--- src/rtl/br_stat_pkg.sv ---
// Shared constants and encodings for the branch-prediction statistics unit.
// Counter index layout: three counters per branch type, then stage errors, then total mispredicts.
package br_stat_pkg;

    localparam int CNT_PER_TYPE = 3;
    localparam int OFS_TOTAL    = 0;
    localparam int OFS_DIR      = 1;
    localparam int OFS_TGT      = 2;

    typedef enum logic [1:0] {
        STG_ID  = 2'd0,
        STG_EXE = 2'd1,
        STG_MEM = 2'd2
    } err_stage_e;

    // Branch classes as encoded by the predictor on br_type.
    typedef enum logic [2:0] {
        BR_COND     = 3'd0,
        BR_JAL      = 3'd1,
        BR_JALR     = 3'd2,
        BR_CALL     = 3'd3,
        BR_RET      = 3'd4,
        BR_IND_CALL = 3'd5,
        BR_IND_JMP  = 3'd6,
        BR_OTHER    = 3'd7
    } br_type_e;

    function automatic int stage_base(input int num_br_types);
        return CNT_PER_TYPE * num_br_types;
    endfunction

    function automatic int misp_idx(input int num_br_types, input int num_err_stages);
        return stage_base(num_br_types) + num_err_stages;
    endfunction

    localparam int STAGE_BASE = stage_base(8);
    localparam int MISP_IDX   = misp_idx(8, 3);

endpackage

--- src/rtl/br_sat_cnt.sv ---
// Single saturating event counter with synchronous clear and count enable.
// sat_hit flags an increment that was swallowed because the counter is already full.
module br_sat_cnt #(
    parameter int CNT_W = 32
) (
    input  logic             clk,
    input  logic             rst_n,
    input  logic             inc,
    input  logic             clr,
    input  logic             en,
    output logic [CNT_W-1:0] value,
    output logic             sat_hit
);

    logic [CNT_W-1:0] r_value;
    logic             w_at_max;

    assign w_at_max = &r_value;
    assign sat_hit  = en & inc & ~clr & w_at_max;
    assign value    = r_value;

    always_ff @(posedge clk or negedge rst_n) begin
        if (!rst_n) begin
            r_value <= '0;
        end else if (clr) begin
            r_value <= '0;
        end else if (en && inc && !w_at_max) begin
            r_value <= r_value + 1'b1;
        end
    end

endmodule

--- src/rtl/br_stat_counter.sv ---
// Branch-prediction statistics: saturating per-type / per-stage counters behind a registered read port.
// A read returns the counter value from before the edge that samples rd_en.
module br_stat_counter
    import br_stat_pkg::*;
#(
    parameter  int NUM_BR_TYPES   = 8,
    parameter  int NUM_ERR_STAGES = 3,
    parameter  int ADDR_XLEN      = 32,
    parameter  int CNT_W          = 32,
    parameter  int RD_ADDR_W      = $clog2(3*NUM_BR_TYPES+NUM_ERR_STAGES+1),
    localparam int BT_W           = (NUM_BR_TYPES > 1) ? $clog2(NUM_BR_TYPES) : 1
) (
    input  logic                      clk,
    input  logic                      rst_n,
    input  logic                      br_valid,
    input  logic [BT_W-1:0]           br_type,
    input  logic                      pre_taken,
    input  logic [ADDR_XLEN-1:0]      pre_target,
    input  logic                      true_taken,
    input  logic [ADDR_XLEN-1:0]      true_target,
    input  logic [NUM_ERR_STAGES-1:0] stage_err,
    input  logic                      cnt_en,
    input  logic                      clr,
    input  logic                      rd_en,
    input  logic [RD_ADDR_W-1:0]      rd_addr,
    output logic                      rd_valid,
    output logic [CNT_W-1:0]          rd_data,
    output logic                      ovf
);

    localparam int STB     = stage_base(NUM_BR_TYPES);
    localparam int MISP    = misp_idx(NUM_BR_TYPES, NUM_ERR_STAGES);
    localparam int NUM_CNT = MISP + 1;

    logic                  w_dir_miss;
    logic                  w_tgt_miss;
    logic                  w_misp;
    logic [NUM_CNT-1:0]    w_inc;
    logic [NUM_CNT-1:0]    w_sat;
    logic [CNT_W-1:0]      w_cnt [NUM_CNT];
    logic [CNT_W-1:0]      w_rd_mux;
    logic                  r_rd_valid;
    logic [CNT_W-1:0]      r_rd_data;
    logic                  r_ovf;

    assign w_dir_miss = pre_taken ^ true_taken;
    assign w_tgt_miss = pre_taken & true_taken & (pre_target != true_target);
    assign w_misp     = w_dir_miss | w_tgt_miss;

    // Out-of-range branch types match no per-type slot but still reach the mispredict total.
    always_comb begin
        w_inc = '0;
        for (int t = 0; t < NUM_BR_TYPES; t++) begin
            if (br_valid && (br_type == BT_W'(t))) begin
                w_inc[CNT_PER_TYPE*t + OFS_TOTAL] = 1'b1;
                w_inc[CNT_PER_TYPE*t + OFS_DIR]   = w_dir_miss;
                w_inc[CNT_PER_TYPE*t + OFS_TGT]   = w_tgt_miss;
            end
        end
        for (int s = 0; s < NUM_ERR_STAGES; s++) begin
            w_inc[STB + s] = stage_err[s];
        end
        w_inc[MISP] = br_valid & w_misp;
    end

    for (genvar gi = 0; gi < NUM_CNT; gi++) begin : g_cnt
        br_sat_cnt #(
            .CNT_W (CNT_W)
        ) u_cnt (
            .clk     (clk),
            .rst_n   (rst_n),
            .inc     (w_inc[gi]),
            .clr     (clr),
            .en      (cnt_en),
            .value   (w_cnt[gi]),
            .sat_hit (w_sat[gi])
        );
    end

    always_comb begin
        w_rd_mux = '0;
        for (int i = 0; i < NUM_CNT; i++) begin
            if (rd_addr == RD_ADDR_W'(i)) begin
                w_rd_mux = w_cnt[i];
            end
        end
    end

    always_ff @(posedge clk or negedge rst_n) begin
        if (!rst_n) begin
            r_rd_valid <= 1'b0;
            r_rd_data  <= '0;
            r_ovf      <= 1'b0;
        end else begin
            r_rd_valid <= rd_en;
            if (rd_en) begin
                r_rd_data <= w_rd_mux;
            end
            if (clr) begin
                r_ovf <= 1'b0;
            end else if (|w_sat) begin
                r_ovf <= 1'b1;
            end
        end
    end

    assign rd_valid = r_rd_valid;
    assign rd_data  = r_rd_data;
    assign ovf      = r_ovf;

endmodule

--- config.mk ---
export PLATFORM = sky130hd
export DESIGN_NAME = br_stat_counter
export DESIGN_NICKNAME = d
export VERILOG_FILES = /design/src/rtl/br_stat_pkg.sv /design/src/rtl/br_sat_cnt.sv /design/src/rtl/br_stat_counter.sv
export SDC_FILE = /design/constraint.sdc
export NUM_CORES = 2
export LEC_CHECK = 0
export BUFFER_PORTS_ARGS = -buffer_cell sky130_fd_sc_hd__buf_2
export CORE_ASPECT_RATIO = 0.6
export CORE_MARGIN = 3
export CORE_UTILIZATION = 50
export DETAILED_ROUTE_END_ITERATION = 6
export PLACE_DENSITY = 0.66
export SETUP_SLACK_MARGIN = 0.4
export SLEW_MARGIN = 20
export SYNTH_ARGS = -nofsm -noshare
export SYNTH_HDL_FRONTEND = slang
export SYNTH_SLANG_ARGS = --single-unit
--- constraint.sdc ---
create_clock -name clk -period 3 [get_ports clk]
set_input_delay 0.6 -clock clk [delete_from_list [all_inputs] [get_ports clk]]
set_output_delay 0.6 -clock clk [all_outputs]
set_load 0.1 [all_outputs]
* Yosys cells after proc, flatten, opt, wreduce, memory -nomap -nowiden *
Cells that the tools add are included.

storage, ports and cells
  bits in latches = 0
  ROM bits = 0
  input port bits = 83
  word-level logic and storage cells = 430
  flip-flop bits (word level) = 930
  output and inout port bits = 34
  memories = 0
  bits in writable memories = 0

cells by class
  multiply operators = 0
  add/subtract/negate cells = 28
  equality and inequality tests = 35
  reductions and logical operators = 152
  $lt $le $gt $ge = 0
  divide/modulo/power cells = 0
  muxes and demuxes = 94
  bitwise operators = 90
  shift operators = 0

operator list
  cell                                                                    count
  32-bit 2-to-1 mux                                                       84
  32-bit by 1-bit adder with 32-bit output (second input constant)        28
  32-bit AND reduction                                                    28
  1-bit AND                                                               87
  1-bit logical AND                                                       64
  5-bit equality test (second input constant)                             12
  2-bit nonzero test                                                      29
  5-bit by 4-bit equality test with 1-bit output (second input constant)  8
  32-bit inequality test                                                  1
  1-bit logical NOT                                                       28
  28-bit OR reduction                                                     1
  3-bit 2-to-1 mux                                                        8
  5-bit by 3-bit equality test with 1-bit output (second input constant)  4
  3-bit equality test (second input constant)                             4
  5-bit by 2-bit equality test with 1-bit output (second input constant)  2
  3-bit by 2-bit equality test with 1-bit output (second input constant)  2
  5-bit by 1-bit equality test with 1-bit output (second input constant)  1
  5-bit logical NOT                                                       1
  3-bit by 1-bit equality test with 1-bit output (second input constant)  1
  3-bit logical NOT                                                       1
  1-bit 2-to-1 mux                                                        2
  1-bit inverter                                                          1
  1-bit bitwise OR                                                        1
  1-bit XOR                                                               1

* Longest topological paths before layout *
  depth after elaboration = 29
  depth in mapped cells = 12
  gate-level depth less buffers = 9

* Cells and area by module *
A second synthesis with hierarchy kept.

second synthesis, totals
  cell total of the unflattened synthesis = 6928
  area total of the unflattened synthesis = 61258.8 µm²

by module, submodules not included
  module           cells an instance  instances  area an instance (µm²)  sequential area each (µm²)
  br_sat_cnt       189                28         1784.2                  800.8
  br_stat_counter  1636               1          11300.8                 850.8

* Worst setup path after synthesis *
Ideal clock, no wire load.

  kind = input-to-reg
  start point = in pre_taken
  end point = reg g_cnt[7].u_cnt.r_value[25]
  data required time = 2.922 ns
  cell stages on the path = 9
  slack = 0.037 ns
  data arrival time = 2.885 ns
  setup time = 0.078 ns
  cell sequence = ha_1 -> clkbuf_1 -> or4b_1 -> a21oi_2 -> nand4_4 -> or3_1 -> buf_2 -> or3_1 -> a21oi_1

on the way
  cells in the longest elaborated chain, start to end = 5

ends and longest elaborated chain
  what                                 line                   text
  from (decl)                          br_stat_counter.sv:17  input logic pre_taken,
  1-bit XOR                            br_stat_counter.sv:46  assign w_dir_miss = pre_taken ^ true_taken;
  3-bit 2-to-1 mux                     br_stat_counter.sv:54  if (br_valid && (br_type == BT_W'(t))) begin
  1-bit logical AND (2 in a row)       br_sat_cnt.sv:27       end else if (en && inc && !w_at_max) begin
  2-bit nonzero test (no source line)  n/a
  to (signal assigned)                 br_sat_cnt.sv:28       r_value <= r_value + 1'b1;
  to (decl)                            br_sat_cnt.sv:15       logic [CNT_W-1:0] r_value;

No other way between the ends.
A chain may end at the register's enable or synchronous reset.

* Worst setup path in the final report *
  start point = in rd_addr[1]
  end point = reg r_rd_data[7], in the netlist rd_data[7]

on the way
  cells in the longest elaborated chain, start to end = 29
  elaborated cells on any way between the ends = 56

ends and longest elaborated chain
  what                             line                   text
  from (decl)                      br_stat_counter.sv:25  input logic [RD_ADDR_W-1:0] rd_addr,
  5-bit logical NOT                br_stat_counter.sv:83  if (rd_addr == RD_ADDR_W'(i)) begin
  32-bit 2-to-1 mux (27 in a row)  br_stat_counter.sv:83
  32-bit 2-to-1 mux *              br_stat_counter.sv:83
  to (signal assigned)             br_stat_counter.sv:97  r_rd_data <= w_rd_mux;
  to (decl)                        br_stat_counter.sv:43  logic [CNT_W-1:0] r_rd_data;

Every way passes the cells marked *; elsewhere a longest branch is shown, timed or not.

==> metrics.md <==
| Metric | Value |
|---|---|
| Vias in the first global route | `50820` |
| Die Wd | `430 um` |
| Drt wl/cell | `31.1 um` |
| Largest net degree at the start of global routing | `194` |
| Power share of the clock group | `45.4%` |
| IO buf count | `116` |
| Vias per cell | `6.62` |
| Top Ports | `117` |
| Fin util | `64.3%` |
| Clk sinks | `930` |
| Slew Viols, Final | `0` |
| Die H | `approximately 260 um` |
| Kind of critical path | `in -> reg` |
| Synth cell types | `about 90` |
| Worst-Skew Late Latency | `760 ps` |
| Vias | `57764` |
| Drt first pass iters | `7` |
| Area Growth Syn to Fin | `26.4%` |
| Peak supply drop | `0.475 mV` |
| CP max stage cell | `a222oi_1` |
| Register share of total power | `44.0%` |
| Synthesized instance count | `6263` |
| WL final | `272 mm` |
| Net Sw Power | `7.98 mW` |
| Top_reg_cell synth | `dfrtp_1` |
| Post-Syn Area | `between 50000 and 60000 sq um` |
| CP delay by family, top | `compound AO/OA/AOI/OAI gates` |
| Max Freq | `0.347 GHz` |
| Fin crit period | `2880 ps` |
| Most frequent CP cell | `buf_4` |
| Initial core utilization | `50.9%` |
| DIE AREA | `112000 sq um` |
| Core area | `106000 sq um` |
| Hpwl dp | `about 220 mm` |
| DR DRC count | `21` |
| Synth Register Bits | `930` |
| CTS root buf | `clkbuf_16` |
| Final Cycle Share | `96.1%` |
| Comb pwr share | `10.7%` |
| Crit path DAT | `3520 ps` |
| Min-Delay Path Class | `in -> reg` |
| Design Area, Final | `68200 sq um` |
| Clk_skew | `between 40 and 50 ps` |
| Placed Instances | `8498` |
| Sw Share | `27.5%` |
| Worst-margin pin slew | `about 1100 ps` |
| RSZ-0062 raised after global routing | `yes` |
| Buf+Inv Stages, Crit Path | `5` |
| Status | `complete, but fails checks` |
| H-tree depth | `3` |
| Relative slew margins | `26.7%` |
| GRT Overall Usage | `47.2%` |
| Syn avg cell area | `around 8.6 sq um` |
| Fill cells | `8925` |
| RePlAce Congestion | `1.15` |
| Post-DRT Antenna Nets | `0` |
| Yosys warns | `0` |
| Final setup fails | `0` |
| Pwr per Cell Area | `425 nW/um^2` |
| TritonCTS Buffers | `92` |
| Endpoints failing hold | `0` |
| Max stage delay on crit path | `870 ps` |
| Cell Int Power | `21.0 mW` |
| Critical Path, Cell by Cell | `buf_6 > buf_4 > buf_12 > mux2i_1 > o21bai_1 > a222oi_1 > buf_4 > a211oi_1 > buf_4 > o21ai_4 > nand4_1 > a21o_1` |
| Dpl cell area | `around 64000 sq um` |
| Layout cell share with drive strength beyond 1 | `between 20% and 30%` |
| Async set-reset flop share out of synthesis | `100%` |
| NumNets Final | `7344` |
| Core Rows | `92` |
| CTS tree | `yes` |
| Worst Setup End Kind | `register` |
| Static leakage | `~30 nW` |
| Max-Cap Viols | `0` |
| EDFF count, synth | `0` |
| Setup TNS | `0 ps` |
| Grt ovf | `0` |
| First-pass GRT wire length | `378 mm` |
| Finished Layout Cells | `8731` |
| Worst EP required | `3630 ps` |
| FF-to-FF setup slack | `150 ps` |
| Startpoint Class | `primary input` |
| DR iter-0 viols | `~9400` |
| Worst-path clk slew | `80 ps` |
| Failing checks | `design-rule violations` |
| Sequential share of the synthesized area | `a little over two fifths` |
| PnR Total Power | `29.0 mW` |
| CP Max Fanout | `21` |
| Clock Path Buffers | `3` |
| Initial antenna violation count | `15` |
| Syn Nets | `6375` |
[kinds of logic after synthesis]
| logic type | synth area share, % |
|---|---|
| and+or+nand+nor | 26.9 |
| buffers and inverters | 2.93 |
| DFF | 43.1 |
| muxes | 1.99 |
| AOI/OAI and AO/OA | 11.7 |
| xor gates and xnor gates | 12.6 |
| adders and majority gates | 0.672 |
[per-stage QoR]
step | hold slack [ps] | setup WS (ps)
after global placement | 517 | -1060
final | 219 | 116
after CTS | 200 | 273
after floorplan | 304 | 217
after global routing | 226 | 190
after detailed placement | 518 | -682
[synthesized netlist by cell type, drive strengths merged, types with 11 or more instances]
library cell,n,area share (%)
xor2,507,8.2
and3,147,1.7
nor3,148,1.4
nand2b,15,0.17
clkbuf,248,1.7
a31oi,21,0.26
nand2,506,3.5
a221oi,44,0.71
nor4,75,0.92
nor2,1121,7.8
a21oi,316,2.9
a22o,12,0.19
o211ai,25,0.35
o22ai,107,1.2
o21ai,273,2.5
and4,80,1.3
and2,42,0.49
mux2,12,0.25
buf,59,0.52
nor2b,28,0.32
or3,151,1.8
o221ai,27,0.44
dfrtp,930,43
xnor2,270,4.4
mux4,12,0.50
mux2i,67,1.2
or2,17,0.20
a22oi,39,0.54
or4,11,0.15
o31ai,12,0.17
nand3,344,3.2
ha,29,0.67
inv,96,0.67
nand4,284,3.3
a211oi,23,0.32
[registers in the layout, indices dropped and copies added (netlist names)]
name               count
g_cnt.u_cnt.value    896
ovf                    1
rd_data               32
rd_valid               1
[worst paths after layout]
path	to	cells after the start	start
setup / recovery	rd_data[7]	12	rd_addr[1]
hold / removal	g_cnt[5].u_cnt.value[12]	2	clr
setup reg to reg	rd_data[7]	10	g_cnt[1].u_cnt.value[7]
hold reg to reg	rd_data[29]	2	rd_data[29]
max in group asynchronous	g_cnt[21].u_cnt.value[4]	3	rst_n
min in group asynchronous	g_cnt[1].u_cnt.value[9]	2	rst_n
[layout make-up]
class	instances	area, sq um	area share (%)
antenna	15	37.5	0.0550
clock buffer	121	2590	3.80
clock inverter	47	748	1.10
inverter	98	368	0.539
multi-input combinational	4928	29900	43.9
sequential	930	23300	34.2
tap	1410	1760	2.59
timing repair buffer	1182	9450	13.8
[power by group through the flow]
stage	logic [mW]	clock network, mW	registers (mW)
floorplan	0.854	0	13.3
global placement	2.90	0	13.0
detailed placement	2.90	0	13.0
CTS	2.92	13.1	12.7
global route	3.14	13.6	12.7
finish	3.09	13.1	12.7
[per-layer routing]
layer  up-vias  part of all wire, %  global-route usage, %
li1      24158                    -                      -
met1     28592                   43                   70.3
met2      4539                   32                   50.6
met3       449                   22                   35.8
met4        26                  2.4                   8.86
met5         -                 0.41                   5.13
[cells in the final DEF (no fill, tap or decap), drive strengths merged, types with 12 or more instances in the layout]
cell | netlist | layout
buf | 59 | 1179
nor2 | 1121 | 1121
dfrtp | 930 | 930
xor2 | 507 | 507
nand2 | 506 | 506
nand3 | 344 | 344
a21oi | 316 | 316
nand4 | 284 | 284
o21ai | 273 | 273
xnor2 | 270 | 270
or3 | 151 | 151
nor3 | 148 | 148
and3 | 147 | 147
clkbuf | 248 | 123
o22ai | 107 | 107
inv | 96 | 101
and4 | 80 | 80
nor4 | 75 | 75
mux2i | 67 | 67
a221oi | 44 | 44
and2 | 42 | 42
a22oi | 39 | 39
ha | 29 | 29
nor2b | 28 | 28
o221ai | 27 | 27
o211ai | 25 | 25
clkinv | 2 | 24
a211oi | 23 | 23
a31oi | 21 | 21
or2 | 17 | 17
bufinv | 0 | 16
diode | 0 | 15
nand2b | 15 | 15
mux2 | 12 | 12
a22o | 12 | 12
mux4 | 12 | 12
o31ai | 12 | 12
[what timing repair did]
action | 4_1_cts | 5_1_grt
hold buffers | 1 | 0
gates resized for setup | 51 | 159
cloned | 0 | 3
pin swaps | 12 | 42
hold endpoints to repair | 29 | 0
buffers inserted | 6 | 40
endpoints found under the setup margin | 138 | 272
Power figures use the tool's default switching activity.
